<file path="src/rtl/button_event_scheduler_if.sv">
// Button event scheduler bus.
// Carries the debounced button levels in, and the event stream and the
// sample_tick strobe out.
//   btn_db      debounced button levels (bit 0 = highest priority)
//   evt_ready   consumer accepts the event on a clk edge with evt_valid
//   evt_valid   event available
//   evt_id      button index 0..4
//   evt_repeat  1 = auto-repeat event, 0 = press event
//   sample_tick one-cycle pacing strobe
// modport slave is the scheduler side; modport master is the environment side.
interface button_event_scheduler_if;
   logic [4:0] btn_db;
   logic       evt_ready;
   logic       evt_valid;
   logic [2:0] evt_id;
   logic       evt_repeat;
   logic       sample_tick;

   modport master (output btn_db, evt_ready,
                   input  evt_valid, evt_id, evt_repeat, sample_tick);
   modport slave  (input  btn_db, evt_ready,
                   output evt_valid, evt_id, evt_repeat, sample_tick);
endinterface

</file>
<file path="src/rtl/button_event_scheduler.sv">
// Button event scheduler.
// Turns rising edges on five debounced buttons into press events, and a
// continuously held button into auto-repeat events. Events come out one at a
// time through a valid/ready slot. Press events have priority over repeats,
// and lower button indices have priority over higher ones.
// Ports:
//   clk  system clock (rising edge)
//   rst  asynchronous, active-high reset
//   bus  button_event_scheduler_if.slave (btn_db, evt_ready in;
//        evt_valid, evt_id, evt_repeat, sample_tick out)
module button_event_scheduler #(
   parameter int TICK_DIV     = 100000,
   parameter int HOLD_TICKS   = 500,
   parameter int REPEAT_TICKS = 100
) (
   input  logic                       clk,
   input  logic                       rst,
   button_event_scheduler_if.slave    bus
);

   localparam int TW   = $clog2(TICK_DIV);
   localparam int HMAX = (HOLD_TICKS > REPEAT_TICKS) ? HOLD_TICKS : REPEAT_TICKS;
   localparam int HW   = $clog2(HMAX + 1);

   localparam logic [1:0] S_IDLE   = 2'd0;
   localparam logic [1:0] S_HOLD   = 2'd1;
   localparam logic [1:0] S_REPEAT = 2'd2;

   // Tick divider
   logic [TW-1:0] tcnt;
   logic          tick;

   assign tick = (tcnt == TW'(TICK_DIV - 1));

   always_ff @(posedge clk or posedge rst) begin
      if (rst)       tcnt <= '0;
      else if (tick) tcnt <= '0;
      else           tcnt <= tcnt + TW'(1);
   end

   // Edge detect and pending presses
   logic [4:0] prev_btn, pending, press, gnt_mask;
   logic       evt_valid, evt_repeat;
   logic [2:0] evt_id;
   logic       load_ok, gnt_any, press_load, rep_load;
   logic [2:0] gnt_id;

   logic [1:0]    state, state_nxt;
   logic [2:0]    track;
   logic [HW-1:0] hcnt, hcnt_nxt;
   logic          rep_pend, rep_pend_nxt, due, released;

   assign press   = bus.btn_db & ~prev_btn;
   assign load_ok = !evt_valid || bus.evt_ready;

   // Lowest set pending bit wins; the loop runs downward so the last hit is the lowest.
   always_comb begin
      gnt_any = 1'b0;
      gnt_id  = 3'd0;
      for (int i = 4; i >= 0; i--) begin
         if (pending[i]) begin
            gnt_any = 1'b1;
            gnt_id  = 3'(i);
         end
      end
   end

   assign press_load = load_ok && gnt_any;
   assign rep_load   = load_ok && !gnt_any && rep_pend;
   assign gnt_mask   = press_load ? (5'b00001 << gnt_id) : 5'b00000;

   // A press arriving in the same cycle as its grant survives (set wins).
   always_ff @(posedge clk or posedge rst) begin
      if (rst) begin
         prev_btn <= 5'b11111;
         pending  <= 5'b00000;
      end else begin
         prev_btn <= bus.btn_db;
         pending  <= (pending & ~gnt_mask) | press;
      end
   end

   // Output slot
   always_ff @(posedge clk or posedge rst) begin
      if (rst) begin
         evt_valid  <= 1'b0;
         evt_id     <= 3'd0;
         evt_repeat <= 1'b0;
      end else if (load_ok) begin
         if (gnt_any) begin
            evt_valid  <= 1'b1;
            evt_id     <= gnt_id;
            evt_repeat <= 1'b0;
         end else if (rep_pend) begin
            evt_valid  <= 1'b1;
            evt_id     <= track;
            evt_repeat <= 1'b1;
         end else begin
            evt_valid  <= 1'b0;
         end
      end
   end

   assign bus.evt_valid   = evt_valid;
   assign bus.evt_id      = evt_id;
   assign bus.evt_repeat  = evt_repeat;
   assign bus.sample_tick = tick;

   // Repeat FSM. Priority: retarget, then release, then tick.
   assign released = (state != S_IDLE) && !bus.btn_db[track];

   always_comb begin
      state_nxt = state;
      hcnt_nxt  = hcnt;
      due       = 1'b0;
      if (press_load) begin
         state_nxt = S_HOLD;
         hcnt_nxt  = '0;
      end else if (released) begin
         state_nxt = S_IDLE;
         hcnt_nxt  = '0;
      end else if (tick && state == S_HOLD) begin
         if (hcnt == HW'(HOLD_TICKS - 1)) begin
            due       = 1'b1;
            hcnt_nxt  = '0;
            state_nxt = S_REPEAT;
         end else begin
            hcnt_nxt  = hcnt + HW'(1);
         end
      end else if (tick && state == S_REPEAT) begin
         if (hcnt == HW'(REPEAT_TICKS - 1)) begin
            due      = 1'b1;
            hcnt_nxt = '0;
         end else begin
            hcnt_nxt = hcnt + HW'(1);
         end
      end
   end

   // A due repeat just ORs in, so an undelivered one is never doubled.
   assign rep_pend_nxt = (press_load || released) ? 1'b0
                                                  : ((rep_pend && !rep_load) || due);

   always_ff @(posedge clk or posedge rst) begin
      if (rst) begin
         state    <= S_IDLE;
         hcnt     <= '0;
         track    <= 3'd0;
         rep_pend <= 1'b0;
      end else begin
         state    <= state_nxt;
         hcnt     <= hcnt_nxt;
         rep_pend <= rep_pend_nxt;
         if (press_load) track <= gnt_id;
      end
   end

endmodule

</file>
<file path="src/flat_wrapper.sv">
// flat-port wrapper written by rule: the top's interface ports become plain ports
module button_event_scheduler_flat 
#(
   parameter int TICK_DIV     = 100000,
   parameter int HOLD_TICKS   = 500,
   parameter int REPEAT_TICKS = 100
)
  (clk, rst, bus_btn_db, bus_evt_ready, bus_evt_valid, bus_evt_id, bus_evt_repeat, bus_sample_tick);
  button_event_scheduler_if bus_i ();
  input  logic clk;
  input  logic rst;
  input wire logic [$bits(bus_i.btn_db)-1:0] bus_btn_db;
  input wire logic [$bits(bus_i.evt_ready)-1:0] bus_evt_ready;
  output wire logic [$bits(bus_i.evt_valid)-1:0] bus_evt_valid;
  output wire logic [$bits(bus_i.evt_id)-1:0] bus_evt_id;
  output wire logic [$bits(bus_i.evt_repeat)-1:0] bus_evt_repeat;
  output wire logic [$bits(bus_i.sample_tick)-1:0] bus_sample_tick;
  assign bus_i.btn_db = bus_btn_db;
  assign bus_i.evt_ready = bus_evt_ready;
  assign bus_evt_valid = bus_i.evt_valid;
  assign bus_evt_id = bus_i.evt_id;
  assign bus_evt_repeat = bus_i.evt_repeat;
  assign bus_sample_tick = bus_i.sample_tick;
  button_event_scheduler #(.TICK_DIV(TICK_DIV), .HOLD_TICKS(HOLD_TICKS), .REPEAT_TICKS(REPEAT_TICKS)) u_core (.clk(clk), .rst(rst), .bus(bus_i));
endmodule
</file>
<file path="config.mk">
export PLATFORM = sky130hd
export DESIGN_NAME = button_event_scheduler_flat
export DESIGN_NICKNAME = d
export VERILOG_FILES = /design/src/rtl/button_event_scheduler_if.sv /design/src/rtl/button_event_scheduler.sv /design/src/flat_wrapper.sv
export SDC_FILE = /design/constraint.sdc
export NUM_CORES = 1
export LEC_CHECK = 0
export ABC_AREA = 1
export ABC_CLOCK_PERIOD_IN_PS = 1500
export BUFFER_PORTS_ARGS = -buffer_cell sky130_fd_sc_hd__clkbuf_2
export CORE_ASPECT_RATIO = 1.5
export CORE_MARGIN = 1.5
export CORE_UTILIZATION = 54
export DETAILED_ROUTE_END_ITERATION = 10
export MAX_ROUTING_LAYER = met4
export PLACE_DENSITY = 0.85
export SLEW_MARGIN = 20
export SYNTH_ARGS = -nofsm -noshare
export SYNTH_HDL_FRONTEND = slang
export SYNTH_SLANG_ARGS = --single-unit
export TNS_END_PERCENT = 5
</file>
<file path="constraint.sdc">
create_clock -name clk -period 1.5 [get_ports clk]
set_input_delay 0.15 -clock clk [delete_from_list [all_inputs] [get_ports clk]]
set_output_delay 0.15 -clock clk [all_outputs]
set_load 0.05 [all_outputs]
</file>
==> out/summary.txt <==
Sequential area share after synthesis: 0.471
Die H: 86.5 um
DP HPWL: 4220 um
Detailed-route via count: 2378
Peak VDD IR: 0.000690 V
Part of the power in registers: 0.545
CTS buffer count: 5
Initial core utilization: 0.558
GRT met1 Usage: 0.274
Fin crit share: 1.18
CP peak stage delay: 0.37 ns
First-pass GRT wire length: 9830 um
Worst EP arrival: 1.63 ns
Design area: 0.00321 mm2
Final setup margin: -0.276 ns
Synth Instances: 315
Syn-to-layout area delta: 27.9%
Die Area: 0.00508 mm2
DRC viols: 0
Critical path peak fanout: 2
GRT overflow: 0
Total GRT Usage: 0.260
M3 GR Usage: 0.0284
Pwr per Cell Area: 787 mW/mm2
Clock transition at path regs: 0.09 ns
Most frequent cells in the layout: nand2_1 (63), inv_1 (46), dfrtp_1 (42)
CTS tree: done
Rows: 30
Clk root buf: clkbuf_8
Syn Area/Cell: 7.98 um2
Most common cell after layout, fill and taps aside: nand2_1
Number of synthesized flops with an enable pin: 0
Slew @ Worst Pin: 0.532 ns
Ys flop type: dfrtp_1
# diodes: 0
Netlist cell types: 30
#FFs+latches synth: 47
Met2 Use GR: 0.470
Initial DRT Pass Iterations: 4
DRT Wirelength: 6360 um
Fin crit period: 1.78 ns
Detail Route Antenna Nets: 0
Vias in the first global route: 2315
Crit-path slowest cell: dfrtp_1
RSZ-0062 raised after global routing: yes
Critical path buffers and inverters: 3
Deepest clock path buffer count: 2
Area after DPL: 0.00294 mm2
Chip Width: 58.7 um
Largest net degree at the start of global routing: 25
Power Internal: 1.77 mW
CP required: 1.35 ns
Syn Nets: 325
Failing checks: negative setup slack
PortBufs: 13
WHS: 0.245 ns
Slew Viols, Final: 0
CP startpoint kind: register
Clock sink count: 47
Slew margin rel.: 0.645
# IOs: 14
Delay-heaviest family, CP: simple AND/OR/NAND/NOR gates
DR vias/cell: 5.54
Final Hold Viols: 0
Leak pwr: 1.66 nW
Sw Ratio: 0.299
Synthesis Warnings: 0
Routed len/inst: 14.8 um
Pre-CTS WS: -0.0733 ns
Synth Cell Area: 0.00251 mm2
Post-Route Skew: 0.00424 ns
H-tree Lvls: 2
CP Cell Sequence: ha_2 > nand2_2 > inv_2 > nand2_4 > clkinv_4 > nand4_1 > nor3_4 > buf_12
Setup crit end kind: primary output
Status: complete, but fails checks
Clock network fraction of total power: 0.312
Min-Delay Path Class: primary input to register
Final GP Congestion: 0.945
Sw power: 755 uW
Peak Freq: 0.563 GHz
Critical setup path kind: register to primary output
Core ar.: 0.00450 mm2
Layout cell share with drive strength beyond 1: 0.281
Comb pwr share: 0.143
# setup viols final: 16
GR peak layer: met2
Ys async rst share: 1.00
Maxcap violations: 0
Fin nets: 390
Initial antenna violation count: 0
Clk_lat worst skew: 0.31 ns
Initial drt markers: 140
Util after Layout: 0.713
-- registers in the layout, indices dropped and copies added, names as in the netlist --
signal / cells
u_core.state: 2
u_core.prev_btn: 5
u_core.bus.evt_id: 3
u_core.pending: 5
u_core.rep_pend: 1
u_core.bus.evt_repeat: 1
u_core.track: 3
u_core.hcnt: 9
u_core.tcnt: 17
u_core.bus.evt_valid: 1
-- per-layer routing --
layer  share of wire  vias up
met3           0.027       29
met4           0.056        0
met2            0.54       66
li1                -     1138
met1            0.38     1145
met5               0        -
-- cell families (layout without fill, tap and decap cells) --
logic type | Yosys count | after routing | synth area share
flops | 47 | 47 | 0.471
buf+inv | 55 | 121 | 0.0832
xor+xnor | 11 | 11 | 0.0383
compound gates | 34 | 34 | 0.0817
fa+ha+maj | 2 | 2 | 0.00996
simple gates | 166 | 166 | 0.316
-- cell usage after synthesis (3+ instances only) --
cell type	instances	area [um2]
nand2_1	68	255
inv_1	48	180
dfrtp_1	42	1050
nor2_1	38	143
nand3_1	26	130
o21ai_0	17	85.1
xor2_1	10	87.6
nor3_1	9	45.0
a21oi_1	7	35.0
nand4_1	6	37.5
dfstp_2	5	131
inv_2	5	18.8
nand2_2	4	25.0
nor2_4	4	45.0
nor4_1	3	18.8
-- final cells by class --
type | count | area, um2
Clock buffer | 6 | 72.6
Clock inverter | 2 | 16.3
Fill cell | 326 | 1290
Inverter | 53 | 206
Multi-Input combinational cell | 213 | 1200
Sequential cell | 47 | 1180
Tap cell | 48 | 60.1
Timing Repair Buffer | 60 | 472
-- power by group through the flow --
stage          Clock [mW]  Sequential [mW]  Combinational [mW]
4_1_cts             0.798             1.37               0.338
2_1_floorplan           0             1.42               0.190
6_report            0.788             1.38               0.362
3_5_place_dp            0             1.39               0.323
5_1_grt             0.845             1.38               0.403
3_3_place_gp            0             1.39               0.314
-- tightest hold or removal path: stages --
cell,delay (ns)
clkbuf_2,0.08
nor2_1,0.06
inv_1,0.08
nand2_2,0.09
nand2_1,0.07
-- path summary, 6_finish.rpt --
path | startpoint | to | slack, ns | cells after the start
setup / recovery | u_core.tcnt[1] | bus_sample_tick | -0.28 | 8
hold / removal | bus_evt_ready | u_core.state[0] | 0.24 | 5
setup reg to reg | u_core.hcnt[6] | u_core.hcnt[2] | -0.11 | 9
hold reg to reg | u_core.rep_pend | u_core.bus.evt_valid | 0.52 | 2
max in group asynchronous | rst | u_core.hcnt[7] | 0.57 | 4
min in group asynchronous | rst | u_core.bus.evt_id[0] | 0.42 | 3
-- per-stage QoR --
stage	setup TNS, ns	total power, mW	instances
3_3_place_gp	-0.0326	1.70	408
6_report	-1.40	2.53	429
4_1_cts	-0.462	2.51	426
2_1_floorplan	-0.397	1.61	315
3_5_place_dp	-0.193	1.72	408
5_1_grt	-3.37	2.63	429
-- timing repair --
item	in CTS	in global routing
setup endpoints to repair	10	30
pin swaps	4	7
resized for setup	6	15
endpoints found under the hold margin	23	0
buffers inserted	4	3
hold buffers	6	0
gates cloned	0	0
No activity file was read; power rests on OpenSTA's default activity.
